File: src/rtl/pwm_multi.sv
// pwm_multi: multi-channel PWM generator with one shared period counter.
// Edge- or center-aligned counting, per-channel duty and polarity,
// shadow/active double buffering applied at the period boundary,
// complementary registered outputs.
// Optional feature macro: PWM_DEADTIME_EN adds per-channel dead-time
// insertion (both outputs low for dead_time cycles after each level change).
module pwm_multi #(
    parameter int CHANNELS   = 4,
    parameter int WIDTH      = 8,
    parameter int DEAD_WIDTH = 4
) (
    input  logic                      clk,
    input  logic                      rst,
    input  logic                      enable,
    input  logic                      center,
    input  logic [WIDTH-1:0]          period,
    input  logic [CHANNELS*WIDTH-1:0] duty,
    input  logic [CHANNELS-1:0]       polarity,
    input  logic [DEAD_WIDTH-1:0]     dead_time,
    input  logic                      load,
    output logic [CHANNELS-1:0]       pwm_out,
    output logic [CHANNELS-1:0]       pwm_out_n,
    output logic [WIDTH-1:0]          count_out,
    output logic                      period_tick,
    output logic                      load_pending
);

    typedef struct packed {
        logic [WIDTH-1:0]          period;
        logic [CHANNELS*WIDTH-1:0] duty;
        logic [CHANNELS-1:0]       pol;
        logic                      center;
    } cfg_t;

    cfg_t                in_cfg;
    cfg_t                shadow_q, shadow_d;
    cfg_t                active_q, active_d;
    logic                pending_q, pending_d;
    logic [WIDTH-1:0]    count_q, count_d;
    logic                down_q, down_d;
    logic                boundary;
    logic [CHANNELS-1:0] level;
    logic [CHANNELS-1:0] out_q, out_d;
    logic [CHANNELS-1:0] out_n_q, out_n_d;

    assign in_cfg = '{period: period, duty: duty, pol: polarity, center: center};

    // Shared counter: edge mode wraps P->0, center mode ramps up to P and back
    // down to 1 before returning to 0. Disabled means held at 0 counting up.
    always_comb begin
        count_d = count_q;
        down_d  = down_q;
        if (!enable) begin
            count_d = '0;
            down_d  = 1'b0;
        end else if (!active_q.center) begin
            down_d = 1'b0;
            if (count_q >= active_q.period) begin
                count_d = '0;
            end else begin
                count_d = count_q + 1'b1;
            end
        end else if (!down_q) begin
            if (count_q >= active_q.period) begin
                // P of 0 or 1 has no down ramp: go straight back to 0
                if (count_q <= WIDTH'(1)) begin
                    count_d = '0;
                    down_d  = 1'b0;
                end else begin
                    count_d = count_q - 1'b1;
                    down_d  = 1'b1;
                end
            end else begin
                count_d = count_q + 1'b1;
            end
        end else begin
            if (count_q <= WIDTH'(1)) begin
                count_d = '0;
                down_d  = 1'b0;
            end else begin
                count_d = count_q - 1'b1;
            end
        end
    end

    // A boundary is any edge into count 0; while disabled every edge is one,
    // so a load is applied to the active set immediately.
    assign boundary = (count_d == '0);

    // Shadow/active update: load on a boundary bypasses the shadow stage.
    always_comb begin
        shadow_d  = shadow_q;
        active_d  = active_q;
        pending_d = pending_q;
        if (boundary) begin
            if (load) begin
                active_d  = in_cfg;
                shadow_d  = in_cfg;
                pending_d = 1'b0;
            end else if (pending_q) begin
                active_d  = shadow_q;
                pending_d = 1'b0;
            end
        end else if (load) begin
            shadow_d  = in_cfg;
            pending_d = 1'b1;
        end
    end

    // Per-channel compare against the active duty, then polarity inversion.
    always_comb begin
        level = '0;
        for (int i = 0; i < CHANNELS; i++) begin
            level[i] = (count_q < active_q.duty[i*WIDTH +: WIDTH]) ^ active_q.pol[i];
        end
    end

`ifdef PWM_DEADTIME_EN
    logic [CHANNELS-1:0][DEAD_WIDTH-1:0] dead_q, dead_d;
    logic [CHANNELS-1:0]                 lvl_prev_q, lvl_prev_d;

    // Dead-band down-counter reloads on every level change; both sides stay
    // low until it has run out, so the asserting edge is delayed.
    always_comb begin
        dead_d     = dead_q;
        lvl_prev_d = enable ? level : '0;
        out_d      = '0;
        out_n_d    = '0;
        for (int i = 0; i < CHANNELS; i++) begin
            if (!enable) begin
                dead_d[i] = '0;
            end else if (level[i] != lvl_prev_q[i]) begin
                dead_d[i] = dead_time;
            end else if (dead_q[i] != '0) begin
                dead_d[i] = dead_q[i] - 1'b1;
            end
            out_d[i]   = enable && (dead_d[i] == '0) && level[i];
            out_n_d[i] = enable && (dead_d[i] == '0) && !level[i];
        end
    end
`else
    logic unused_dead_time;
    assign unused_dead_time = ^dead_time;

    // Plain complementary outputs, forced low while disabled.
    always_comb begin
        out_d   = enable ? level  : '0;
        out_n_d = enable ? ~level : '0;
    end
`endif

    // State registers with synchronous reset.
    always_ff @(posedge clk) begin
        if (rst) begin
            count_q   <= '0;
            down_q    <= 1'b0;
            shadow_q  <= '0;
            active_q  <= '0;
            pending_q <= 1'b0;
            out_q     <= '0;
            out_n_q   <= '0;
`ifdef PWM_DEADTIME_EN
            dead_q     <= '0;
            lvl_prev_q <= '0;
`endif
        end else begin
            count_q   <= count_d;
            down_q    <= down_d;
            shadow_q  <= shadow_d;
            active_q  <= active_d;
            pending_q <= pending_d;
            out_q     <= out_d;
            out_n_q   <= out_n_d;
`ifdef PWM_DEADTIME_EN
            dead_q     <= dead_d;
            lvl_prev_q <= lvl_prev_d;
`endif
        end
    end

    assign pwm_out      = out_q;
    assign pwm_out_n    = out_n_q;
    assign count_out    = count_q;
    assign load_pending = pending_q;
    assign period_tick  = enable && (count_q == '0);

endmodule

File: config.mk
export PLATFORM = sky130hd
export DESIGN_NAME = pwm_multi
export DESIGN_NICKNAME = d
export VERILOG_FILES = /design/src/rtl/pwm_multi.sv
export SDC_FILE = /design/constraint.sdc
export NUM_CORES = 1
export LEC_CHECK = 0
export BUFFER_PORTS_ARGS = -buffer_cell sky130_fd_sc_hd__buf_2
export CORE_MARGIN = 4
export CORE_UTILIZATION = 30
export CTS_BUF_LIST = sky130_fd_sc_hd__clkbuf_16
export CTS_CLUSTER_DIAMETER = 200
export DETAILED_ROUTE_END_ITERATION = 8
export SLEW_MARGIN = 20
export SYNTH_ARGS = -nofsm -noshare
export SYNTH_HDL_FRONTEND = slang
export SYNTH_SLANG_ARGS = --single-unit
File: constraint.sdc
create_clock -name clk -period 10.8 [get_ports clk]
set_input_delay 0.54 -clock clk [delete_from_list [all_inputs] [get_ports clk]]
set_output_delay 0.54 -clock clk [all_outputs]
set_load 0.1 [all_outputs]
Word-level counts from Yosys, hierarchy flattened:

Cells that the tools add are included.

* bits in writable memories: 0
* latch bits: 0
* memories kept: 0
* output and inout port bits: 18
* input port bits: 53
* ROM bits: 0
* logic and storage cells: 47
* register bits: 108

* div/mod/pow operators: 0
* shift-type cells: 0
* order comparisons: 6
* bitwise operators: 7
* reduce and logical (&&, ||, !) cells: 8
* $add $sub $neg: 2
* multipliers: 0
* equality and inequality tests: 0
* muxes and demuxes: 11

Operator list (count)
* 2-to-1 mux 45 bit: 2
* 2-to-1 mux 8 bit: 6
* less-than comparator 8 bit: 4
* logical NOT 8 bit: 2
* adder 8 x 1 -> 8 bit (second input constant): 1
* >= comparator 8 bit: 1
* <= comparator 8 x 1 -> 1 bit (second input constant): 1
* subtractor 8 x 1 -> 8 bit (second input constant): 1
* NOT 4 bit: 1
* OR reduction 2 bit: 2
* XOR 1 bit: 4
* 2-to-1 mux 1 bit: 3
* OR reduction 3 bit: 1
* NOT 1 bit: 2
* AND reduction 2 bit: 1
* nonzero test 2 bit: 1
* logical AND 1 bit: 1

Logic depth before layout (Yosys ltp):

Gate-level depths: netlist of run 1.

* word-level depth: 8
* gate-level depth with buffers: 13
* gate-level depth less buffers: 9

Worst setup path after synthesis of run 1:

OpenSTA, ideal clock, no wires.

* path type: reg-to-reg
* start point: register count_q[0] (netlist: count_out[0])
* end point: register active_q[37] (netlist bit)
* library setup time: 0.123 ns
* stages on the path, launching flop included: 13
* period minus slack after synthesis: 4.115 ns
* slack: 6.685 ns
* arrival: 3.991 ns
* buffers on the path: 3
* required time: 10.677 ns
* path through: dfxtp_1 > clkbuf_1 > inv_1 > ha_1 > nand2b_1 > a2111oi_0 > o21bai_1 > a311o_1 > clkbuf_1 > o22ai_2 > o41a_1 > buf_2 > mux2_1

* longest elaborated chain between the ends: 8
* elaborated cells on any way between the ends: 12
* those cells by class: 2 x add/sub; 2 x order compare; 6 x mux; 2 x reduce/logical

RTL lines
* start, declared: RTL line 39 `logic [WIDTH-1:0] count_q, count_d;`
* start signal, assigned: RTL line 167 `count_q <= count_d;`
* subtractor 8 x 1 -> 8 bit / <= comparator 8 x 1 -> 1 bit (equally long branches)
* 2-to-1 mux 8 bit: RTL line 66, 77
* 2-to-1 mux 8 bit: RTL line 64 `if (count_q >= active_q.period) begin`
* 2-to-1 mux 8 bit: RTL line 63 `end else if (!down_q) begin`
* 2-to-1 mux 8 bit (*): RTL line 56 `end else if (!active_q.center) begin`
* 2-to-1 mux 8 bit (*): RTL line 53 `if (!enable) begin`
* logical NOT 8 bit (*): RTL line 88 `assign boundary = (count_d == '0);`
* AND reduction 2 bit (no source line) (*)
* end signal, assigned: RTL line 170 `active_q <= active_d;`
* end, declared: RTL line 37 `cfg_t active_q, active_d;`

Mark *: on every way between the ends. The rest lies on a longest branch, timed or not.
A chain may end at the register's enable or synchronous reset.

Worst setup path in the final report of run 1:

* start point: register count_q[0] (netlist: count_out[0])
* end point: register active_q[2] (netlist bit)

Same word-level chain as after synthesis.

==> results of run 1 <==
## cell usage in the layout, fill, tap and decap left out, drive strengths merged, types with 13 or more instances in the layout
cell / instances
dfxtp: 108
inv: 92
buf: 73
or2: 48
mux2i: 45
o221ai: 45
o211ai: 44
ha: 40
nor2: 22
o21ai: 13
## routing by layer
layer,up-vias,global-route usage [%],wire length (µm)
met1,2022,16.9,6590
met3,13,3.89,752
li1,2253,-,-
met2,85,21.5,6390
met4,0,2.89,174
met5,-,0,0
## cell usage after synthesis, types with 2 or more instances
cell type  number
clkbuf_1       29
or4_1           2
o41ai_1         4
nand3_1         8
dfxtp_1       108
buf_1           3
nor3_1          8
a211oi_1        5
or3_1           3
or2_2          48
buf_6           5
a21oi_1        10
inv_1          90
o221ai_2       36
o221ai_1        9
o211ai_1       44
nor2_1         22
nor2b_1         2
o21ai_0        12
mux2i_1        45
a21o_1          6
and2_1          9
buf_2           5
ha_1           40
o22ai_1         3
and3_1          4
nand2_1         2
nand2b_1       12
a22oi_1         2
a31oi_1         2
xnor2_1         6
## worst max path at each step
| stage | to | cells past startpoint | from | slack, ps |
|---|---|---|---|---|
| after CTS | active_q[2]$_SDFFE_PP0P_ | 10 | count_out[0]$_SDFF_PP0_ | 6250 |
| after global routing | active_q[3]$_SDFFE_PP0P_ | 10 | count_out[0]$_SDFF_PP0_ | 5980 |
| after detailed placement | active_q[5]$_SDFFE_PP0P_ | 10 | count_out[0]$_SDFF_PP0_ | 6280 |
| final | active_q[2]$_SDFFE_PP0P_ | 10 | count_out[0]$_SDFF_PP0_ | 6220 |
| after global placement | active_q[2]$_SDFFE_PP0P_ | 10 | count_out[0]$_SDFF_PP0_ | 6290 |
| after floorplan | active_q[37]$_SDFFE_PP0P_ | 12 | count_out[0]$_SDFF_PP0_ | 6690 |
## stage by stage
step | util [%] | hold slack, ps
CTS | 35.2 | 490
global route | 35.2 | 514
global placement | 33.6 | 487
floorplan | - | 462
detailed placement | 33.6 | 499
finish | 35.2 | 499
## power groups by stage
stage | logic (mW) | registers, mW | clock network (mW)
3_3_place_gp | 0.451 | 0.490 | 0
3_5_place_dp | 0.456 | 0.490 | 0
6_report | 0.454 | 0.481 | 0.338
5_1_grt | 0.501 | 0.488 | 0.366
4_1_cts | 0.459 | 0.481 | 0.351
2_1_floorplan | 0.303 | 0.552 | 0
## layout make-up
class / count / area [µm²]
fill: 1969 / 12300
clock inverter: 6 / 71.3
sequential: 108 / 2160
tap: 260 / 325
inverter: 90 / 338
timing repair buffer: 73 / 383
clock buffer: 9 / 225
multi-input combinational: 367 / 3170
## flip-flops by register name, summed over array words and instances, names as in the netlist
signal        cells
down_q            1
shadow_q         45
pwm_out           4
active_q         45
load_pending      1
pwm_out_n         4
count_out         8
## cells by family (layout without fill, tap and decap cells)
logic type               count (synthesis)  count (layout)  share of synthesized area [%]
AO/OA/AOI/OAI                          150             150                           23.9
XOR/XNOR                                 7               7                           1.05
adder cells (fa/ha/maj)                 40              40                           8.55
buffers and inverters                  133             178                           9.34
flip-flops                             108             108                           36.9
multiplexers                            47              47                           8.27
AND/OR/NAND/NOR                        123             123                           11.9
## worst max-delay path, stage by stage, from the launching register on
cell	delay, ps
dfxtp_1	730
inv_1	210
ha_1	320
nand2b_1	140
a2111oi_0	570
o21bai_1	210
a311o_1	450
o32ai_1	440
o41a_2	700
buf_4	480
o221ai_1	160
==> key figures, run 1 <==
Outcome
  – Status: complete, no violations

Timing
  – Final setup TNS: 0 ps
  – Final setup viols: 0
  – Final period utilization: 42.4%
  – Final Max Tran Viols: 0
  – Clock Skews: 10.9 ps
  – Final setup margin: 6220 ps
  – Measured slew at the worst slew-check pin: 825 ps
  – Hold Fails Final Rpt: 0
  – Minimum clock period: 4580 ps
  – Slew margin rel.: 45.0%
  – Unrepaired setup endpoints after global routing: no
  – Peak Freq: 0.218 GHz

Power and ir drop
  – Combinational group share of total power: 35.7%
  – Switching share of power: 39.1%
  – LEAKAGE: 2.95 nW
  – Int Power: 0.775 mW
  – VDD IR max: 0.0000879 V
  – Clock share of power: 26.6%
  – P_sw: 0.498 mW
  – Reg power frac: 37.8%
  – Pwr Total: 1.27 mW
  – Power density over the cells: 191 nW/µm²

Logic synthesis
  – Post-synthesis sequential area ratio: 36.9%
  – Synthesized instance count: 608
  – Post-synth top area share: 36.9%
  – Seq cells post-synth: 108
  – Post-synth ARST share: 0%
  – Synth warnings: 0
  – Post-synth EDFFs: 0
  – Post-synthesis area per instance: 9.63 µm²
  – Main flop type after synthesis: dfxtp_1
  – Top cells by area, synth: dfxtp_1, o221ai_2, ha_1, mux2i_1, inv_1
  – Post-Syn Area: 5860 µm²
  – Netlist cell types: 55
  – Area leader, netlist: dfxtp_1
  – Syn_nets: 701

Run
  – Max-cap viol count: 0

Worst setup path
  – Worst flop-to-flop path endpoint: active_q[2]$_SDFFE_PP0P_
  – Flop2flop setup slack: 6220 ps
  – Critical Path AT: 4780 ps
  – Reg2reg path depth: 10
  – Crit start category: register
  – Crit Path Category: register to register
  – Worst R2R Start: count_out[0]$_SDFF_PP0_
  – Largest fanout on the critical path: 23
  – WP data required: 11000 ps
  – Endpoint class of the critical path: register

Routing
  – Drt pass-1 iters: 5
  – DR vias/cell: 4.79
  – WL/cell: 15.2 µm
  – Final wirelength: 13900 µm
  – Vias post-DR: 4373
  – Residual DRC: 0
  – DRT antenna net count: 0
  – DRT iter0 DRCs: 175

Die
  – Core Footprint: 19000 µm²
  – Die width: 148 µm
  – Die area: 21800 µm²
  – Starting Density: 30.9%
  – Rows: 50
  – Die H: 148 µm
  – IO Pins: 71

Placed design
  – Dpl cells: 898
  – Dpl ws: 6280 ps
  – Detail Placement HPWL: 8950 µm
  – Placed Area: 6370 µm²
  – Buffers on Ports: 66
  – Routability congestion estimate: 0.730

Final layout
  – Design area: 6680 µm²
  – Fraction of layout cells with a size suffix above 1: 27.9%
  – ANT cells: 0
  – NumNets Final: 742
  – Final non-filler cell total: 913
  – Area growth syn-to-layout: 14.0%

Hold path
  – Hold Path Class: primary input to register
  – Hold Crit Start: period[0]
  – Hold path endpoint: shadow_q[37]$_SDFFE_PP0P_
  – Hold Path Depth: 3

Clocking
  – Clock transition at path regs: 70 ps
  – Root buffer cell: clkbuf_16
  – Num CTS Buffers: 9
  – PostCTS Resize Cnt: 0
  – Hold buffer count at cts: 0
  – Clock insertion delay at the later pin of the skew report: 360 ps
  – CTS Buffer Depth: 2
  – Post-CTS setup buffer count: 0
  – H-tree levels: 3
  – CTS tree: done
  – # clock sinks: 108

GRT
  – GRT overflow: 0
  – Global-route wire length before repair: 22800 µm
  – Antenna violations before repair: 0
  – Largest net degree at the start of global routing: 50
  – GRT Util Overall: 13.0%
  – Vias in the first global route: 4323
No activity file was read; power rests on OpenSTA's default activity.
==> inputs of run 2 (changes only) <==
--- a/config.mk
+++ b/config.mk
@@ -5,6 +5,7 @@
 export SDC_FILE = /design/constraint.sdc
 export NUM_CORES = 1
 export LEC_CHECK = 0
+export ABC_AREA = 1
 export BUFFER_PORTS_ARGS = -buffer_cell sky130_fd_sc_hd__buf_2
 export CORE_MARGIN = 4
 export CORE_UTILIZATION = 30
==> constraint.sdc (replaced) <==
create_clock -name clk -period 3.8 [get_ports clk]
set_input_delay 0.19 -clock clk [delete_from_list [all_inputs] [get_ports clk]]
set_output_delay 0.19 -clock clk [all_outputs]
set_load 0.1 [all_outputs]
==> key figures, run 2 <==
Clocking
  – CTS tree: done
  – Num CTS Buffers: 9 (unchanged)
  – Clock transition at path regs: 70 ps (about the same)
  – # clock sinks: 108 (unchanged)
  – PostCTS Resize Cnt: 0 (unchanged)
  – CTS Buffer Depth: 2 (unchanged)
  – H-tree levels: 3 (unchanged)
  – Hold buffer count at cts: 0 (unchanged)
  – Clock insertion delay at the later pin of the skew report: 360 ps (about the same)
  – Post-CTS setup buffer count: 0 (unchanged)
  – Root buffer cell: clkbuf_16

Placed design
  – Placed Area: 6110 µm² (-4.1%)
  – Routability congestion estimate: 0.827 (+13%)
  – Detail Placement HPWL: 9190 µm (+2.6%)
  – Dpl cells: 1007 (+12%)
  – Buffers on Ports: 66 (unchanged)

Worst setup path
  – Crit-path max cell delay: 530 ps (-200 ps)
  – Worst R2R Start: count_out[0]$_SDFF_PP0_
  – Worst Setup EP: active_q[2]$_SDFFE_PP0P_
  – Critical Path AT: 3500 ps (-1280 ps)
  – Crit start category: register
  – CP bufs+invs: 2 (unchanged)
  – Worst flop-to-flop path endpoint: active_q[2]$_SDFFE_PP0P_
  – Endpoint class of the critical path: register
  – Reg2reg path depth: 16 (+6)
  – Flop2flop setup slack: 600 ps (-5620 ps)
  – Worst path top cell family by delay: simple AND/OR/NAND/NOR gates
  – Critical path depth: 16 (+6)
  – Crit-path cells: inv_1 -> ha_1 -> o21ai_0 -> nand2_1 -> nand2_1 -> nand2_1 -> nand2_1 -> nand4_1 -> nand2_1 -> nand2_1 -> nand2_1 -> nor2_4 -> nand3_4 -> nand2_1 -> inv_2 -> nor2_1
  – Largest fanout on the critical path: 45 (+96%)
  – WP data required: 4100 ps (-6900 ps)
  – Critical path startpoint: count_out[0]$_SDFF_PP0_
  – Most frequent CP cell: nand2_1
  – Slowest CP cell: nand3_4
  – Crit Path Category: register to register

GRT
  – Vias in the first global route: 4420 (+2.2%)
  – Largest net degree at the start of global routing: 54 (+8.0%)
  – Global-route wire length before repair: 22100 µm (-3.0%)
  – GRT overflow: 0 (unchanged)
  – Antenna violations before repair: 0 (unchanged)
  – GRT Util Overall: 12.8% (-0.22 points)

Timing
  – Peak Freq: 0.313 GHz (+43%)
  – Unrepaired setup endpoints after global routing: no
  – Final Max Tran Viols: 0 (unchanged)
  – Measured slew at the worst slew-check pin: 880 ps (+55.3 ps)
  – Final setup viols: 0 (unchanged)
  – Hold Fails Final Rpt: 0 (unchanged)
  – Clock Skews: 11.0 ps (+0.0912 ps)
  – Minimum clock period: 3200 ps (-1380 ps)
  – Final period utilization: 84.2% (+42 points)
  – Final setup TNS: 0 ps (unchanged)
  – Slew margin rel.: 41.3% (-3.7 points)
  – Hold slack: 93.0 ps (-406 ps)

Final layout
  – Fraction of layout cells with a size suffix above 1: 12.8% (-15 points)
  – Final non-filler cell total: 1023 (+12%)
  – Most frequent cells in the layout: nand2_1, inv_1, nor2_1, dfxtp_1, buf_2
  – Final Util: 35.2% (about the same)
  – Commonest non-fill, non-tap cell in the layout: nand2_1
  – ANT cells: 0 (unchanged)
  – Layout fillers: 1921 (-2.4%)
  – Area growth syn-to-layout: 13.5%
  – NumNets Final: 882 (+19%)
  – Design area: 6430 µm² (-3.7%)

Routing
  – DR vias/cell: 4.45 (-7.1%)
  – Final wirelength: 13200 µm (-5.2%)
  – WL/cell: 12.9 µm (-15%)
  – DRT antenna net count: 0 (unchanged)
  – Residual DRC: 0 (unchanged)
  – Vias post-DR: 4552 (+4.1%)
  – Drt pass-1 iters: 4 (-1)
  – DRT iter0 DRCs: 237 (+35%)

Power and ir drop
  – Power density over the cells: 734 nW/µm² (+280%)
  – LEAKAGE: 3.40 nW (+15%)
  – VDD IR max: 0.000401 V (+360%)

Die
  – Core Footprint: 18300 µm² (-3.6%)
  – Rows: 49 (-2.0%)
  – Starting Density: 31.0% (+0.13 points)
  – IO Pins: 71 (unchanged)
  – Die H: 145 µm (-1.5%)
  – Die area: 21200 µm² (-3.1%)
  – Die width: 145 µm (-1.5%)

Logic synthesis
  – Most instantiated library cell after synthesis: nand2_1
  – Post-synth ARST share: 0% (unchanged)
  – Area leader, netlist: dfxtp_1
  – Post-synthesis area per instance: 7.65 µm² (-21%)
  – Synthesized instance count: 741 (+22%)
  – Synth warnings: 0 (unchanged)
  – Post-Syn Area: 5670 µm² (-3.2%)
  – Post-synth top cells: nand2_1, inv_1, nor2_1, dfxtp_1, nand4_1
  – Post-synthesis sequential area ratio: 38.2% (+1.2 points)
  – Post-synth top area share: 38.2% (+1.2 points)
  – Syn_nets: 834 (+19%)
  – Top cells by area, synth: dfxtp_1, nand2_1, ha_1, mux2i_1, inv_1
  – Seq cells post-synth: 108 (unchanged)
  – Main flop type after synthesis: dfxtp_1
  – Post-synth EDFFs: 0 (unchanged)
  – Netlist cell types: 30 (-45%)

Hold path
  – Hold Path Class: primary input to register

Outcome
  – Status: complete, no violations

Run
  – Max-cap viol count: 0 (unchanged)
-- run 2: cell count changes in the layout (fill, tap and decap cells not counted), sizes merged, moves of 24 or more --
cell	previous run	this run
or2	48	1
o221ai	45	0
o211ai	44	8
nand4	1	62
nor2	22	119
nand2	2	151
inv	92	116
-- run 2: how the worst min path moves through the flow --
stage | start | endpoint | slack [ps] | depth (start not counted)
finish | duty[27] | shadow_q[32]$_SDFFE_PP0P_ | 90 | 3
detailed placement | duty[27] | shadow_q[32]$_SDFFE_PP0P_ | 470 | 3
floorplan | enable | count_out[2]$_SDFF_PP0_ | 330 | 2
global placement | duty[26] | shadow_q[31]$_SDFFE_PP0P_ | 460 | 3
CTS | duty[28] | shadow_q[33]$_SDFFE_PP0P_ | 90 | 3
global route | duty[8] | shadow_q[13]$_SDFFE_PP0P_ | 100 | 3
-- run 2: logic make-up after synthesis --
| family | after synthesis | synth area share (%) |
|---|---|---|
| adder cells (fa/ha/maj) | 40 | 8.83 |
| AND/OR/NAND/NOR | 351 | 27.9 |
| flip-flops | 108 | 38.2 |
| buffers and inverters | 154 | 11.9 |
| multiplexers | 45 | 7.95 |
| AO/OA/AOI/OAI | 31 | 3.38 |
| XOR/XNOR | 12 | 1.85 |
-- run 2: worst register-to-register path: stages (launching register included) --
cell and delay (ps):
dfxtp_1 430, inv_1 270, ha_1 390, o21ai_0 90, nand2_1 70, nand2_1 50, nand2_1 50, nand2_1 170
nand4_1 130, nand2_1 60, nand2_1 80, nand2_1 90, nor2_4 390, nand3_4 530, nand2_1 230, inv_2 40
nor2_1 80
-- run 2: layer usage --
metal	track usage, %	wire (µm)	up-vias	part of all wire, %
met2	20.6	5910	76	45
met1	17.2	6630	2011	50
met3	2.40	448	13	3.4
met4	4.75	195	0	1.5
met5	0	0	-	0
li1	-	-	2452	-
-- run 2: where the power goes --
group / internal (mW) / switching (mW)
registers: 1.36 / 0.0749
logic: 0.666 / 1.60
clock network: 0.576 / 0.434
total: 2.61 / 2.11
-- run 2: layout make-up --
cell class | count | area (µm²) | share of cell area [%]
Clock buffer | 9 | 225 | 3.50
Clock inverter | 7 | 91.3 | 1.42
Inverter | 115 | 432 | 6.71
Multi-Input combinational cell | 479 | 2830 | 44.0
Sequential cell | 108 | 2160 | 33.6
Tap cell | 229 | 287 | 4.46
Timing Repair Buffer | 76 | 405 | 6.30
-- run 2: per-stage QoR --
| step | setup WS, ps | total power, mW |
|---|---|---|
| finish | 601 | 4.72 |
| global route | 148 | 5.15 |
| CTS | 550 | 4.78 |
| detailed placement | 573 | 3.75 |
| global placement | 617 | 3.72 |
| floorplan | 744 | 3.43 |
==> inputs of run 3 (changes only) <==
==> constraint.sdc (replaced) <==
create_clock -name clk -period 3.2 [get_ports clk]
set_input_delay 0.16 -clock clk [delete_from_list [all_inputs] [get_ports clk]]
set_output_delay 0.16 -clock clk [all_outputs]
set_load 0.1 [all_outputs]
==> key figures, run 3 (same netlist as run 2, synthesis figures left out) <==
Outcome
  – Status: complete, no violations

Placed design
  – Buffers on Ports: 66 (unchanged)
  – Routability congestion estimate: 0.836 (+1.1%)
  – Dpl ws: 477 ps (-96.2 ps)
  – Dpl cells: 1016 (+0.89%)
  – Detail Placement HPWL: 9540 µm (+3.9%)

Routing
  – DRT antenna net count: 0 (unchanged)
  – WL/cell: 12.7 µm (-1.8%)
  – Vias post-DR: 4565 (+0.29%)
  – Final wirelength: 13100 µm (-0.93%)
  – Residual DRC: 0 (unchanged)
  – DR vias/cell: 4.42 (-0.59%)
  – Drt pass-1 iters: 4 (unchanged)
  – DRT iter0 DRCs: 237 (unchanged)

Power and ir drop
  – Int Power: 3.13 mW (+20%)
  – Combinational group share of total power: 48.9% (+0.8 points)
  – VDD IR max: 0.000366 V (-8.6%)
  – Reg power frac: 30.0% (-0.5 points)
  – Clock share of power: 21.0% (-0.4 points)
  – LEAKAGE: 3.45 nW (+1.4%)
  – P_sw: 2.51 mW (+19%)
  – Switching share of power: 44.5% (-0.26 points)
  – Power density over the cells: 869 nW/µm² (+18%)

Timing
  – Peak Freq: 0.369 GHz (+18%)
  – Final Max Tran Viols: 0 (unchanged)
  – Final setup TNS: 0 ps (unchanged)
  – Final setup margin: 489 ps (-112 ps)
  – Clock Skews: 15.0 ps (+4.00 ps)
  – Unrepaired setup endpoints after global routing: no
  – Slew margin rel.: 49.7% (+8.3 points)
  – Final setup viols: 0 (unchanged)
  – Hold Fails Final Rpt: 0 (unchanged)
  – Hold slack: 70.9 ps (-22.1 ps)
  – Final period utilization: 84.7% (+0.52 points)
  – Measured slew at the worst slew-check pin: 755 ps (-125 ps)
  – Minimum clock period: 2710 ps (-488 ps)

Die
  – Die width: 145 µm (unchanged)
  – Starting Density: 31.0% (unchanged)
  – Rows: 49 (unchanged)
  – Die H: 145 µm (unchanged)
  – Core Footprint: 18300 µm² (unchanged)
  – Die area: 21200 µm² (unchanged)
  – IO Pins: 71 (unchanged)

Clocking
  – Post-CTS setup buffer count: 0 (unchanged)
  – H-tree levels: 3 (unchanged)
  – Clock insertion delay at the later pin of the skew report: 360 ps (about the same)
  – Clock transition at path regs: 70 ps (about the same)
  – PostCTS Resize Cnt: 0 (unchanged)
  – Num CTS Buffers: 9 (unchanged)
  – CTS Buffer Depth: 2 (unchanged)
  – Hold buffer count at cts: 0 (unchanged)
  – Root buffer cell: clkbuf_16
  – CTS tree: done
  – # clock sinks: 108 (unchanged)

GRT
  – GRT Util Overall: 12.8% (+0.020 points)
  – GRT overflow: 0 (unchanged)
  – Antenna violations before repair: 0 (unchanged)
  – Largest net degree at the start of global routing: 54 (unchanged)
  – Global-route wire length before repair: 22100 µm (about the same)
  – GR met1 Demand/Resource: 16.9% (-0.23 points)
  – Vias in the first global route: 4476 (+1.3%)
  – Met2 Track Usage GR: 20.6% (-0.023 points)
  – Met3 Use GR: 2.34% (-0.062 points)
  – GRT Max-Usage Layer: met2

Hold path
  – Hold Path Class: primary input to register

Final layout
  – Commonest non-fill, non-tap cell in the layout: nand2_1
  – Area growth syn-to-layout: 14.6%
  – NumNets Final: 891 (+1.0%)
  – Fraction of layout cells with a size suffix above 1: 13.6% (+0.73 points)
  – Most frequent cells in the layout: nand2_1, inv_1, nor2_1, dfxtp_1, buf_2
  – Final non-filler cell total: 1032 (+0.88%)
  – Layout fillers: 1961 (+2.1%)
  – ANT cells: 0 (unchanged)

Worst setup path
  – Flop2flop setup slack: 490 ps (-110 ps)
  – Largest fanout on the critical path: 45 (unchanged)
  – Crit start category: register
  – Worst R2R Start: count_out[0]$_SDFF_PP0_
  – Worst flop-to-flop path endpoint: active_q[29]$_SDFFE_PP0P_
  – Reg2reg path depth: 15 (-1)
  – Critical Path AT: 3000 ps (-500 ps)
  – Crit Path Category: register to register
  – Endpoint class of the critical path: register
  – WP data required: 3490 ps (-610 ps)
  – Critical path startpoint: count_out[0]$_SDFF_PP0_
  – Worst Setup EP: active_q[29]$_SDFFE_PP0P_

Run
  – Max-cap viol count: 0 (unchanged)
==> run 3: power groups by stage <==
stage / Sequential, mW / Clock (mW) / Combinational (mW)
floorplan: 2.17 / 0 / 1.90
detailed placement: 1.73 / 0 / 2.78
global placement: 1.72 / 0 / 2.75
finish: 1.70 / 1.19 / 2.76
global route: 1.72 / 1.27 / 3.18
CTS: 1.70 / 1.22 / 2.79
==> run 3: area by class of cell <==
| type | count | area [µm²] | area share [%] |
|---|---|---|---|
| clock buffers | 9 | 225 | 3.47 |
| repair buffers | 85 | 473 | 7.29 |
| inverters | 115 | 432 | 6.65 |
| well taps | 229 | 287 | 4.41 |
| clock inverters | 7 | 83.8 | 1.29 |
| flip-flops and latches | 108 | 2160 | 33.3 |
| multi-input cells | 479 | 2830 | 43.6 |
==> run 3: routing by layer <==
metal / up-vias / part of all wire (%)
met5: - / 0
met4: 0 / 2.8
met3: 19 / 3.2
met2: 71 / 45
met1: 2004 / 49
li1: 2471 / -
==> run 3: worst min-delay path by stage <==
stage	from	endpoint	slack (ps)	cells after the start
2_1_floorplan	enable	count_out[2]$_SDFF_PP0_	300	2
3_3_place_gp	duty[27]	shadow_q[32]$_SDFFE_PP0P_	430	3
3_5_place_dp	duty[12]	shadow_q[17]$_SDFFE_PP0P_	440	3
4_1_cts	duty[12]	shadow_q[17]$_SDFFE_PP0P_	60	3
5_1_grt	duty[12]	shadow_q[17]$_SDFFE_PP0P_	70	3
6_report	duty[30]	shadow_q[35]$_SDFFE_PP0P_	70	3
==> run 3: metrics by stage <==
stage	cell area (µm²)	power [mW]	utilization, %
global placement	6180	4.47	33.8
global route	6490	6.16	35.5
floorplan	5670	4.07	-
finish	6490	5.64	35.5
CTS	6490	5.71	35.5
detailed placement	6180	4.50	33.8
==> run 3: worst max-delay path, stage by stage (launching register included) <==
cell	delay, ps
dfxtp_1	310
inv_1	240
buf_4	200
ha_1	220
nand2_1	100
nor3_1	180
xor2_1	100
nand3_1	90
nand2_1	50
nand2_1	100
nand2_1	100
nor2_4	170
nand3_4	440
nand2_1	190
inv_1	50
nor2_1	100
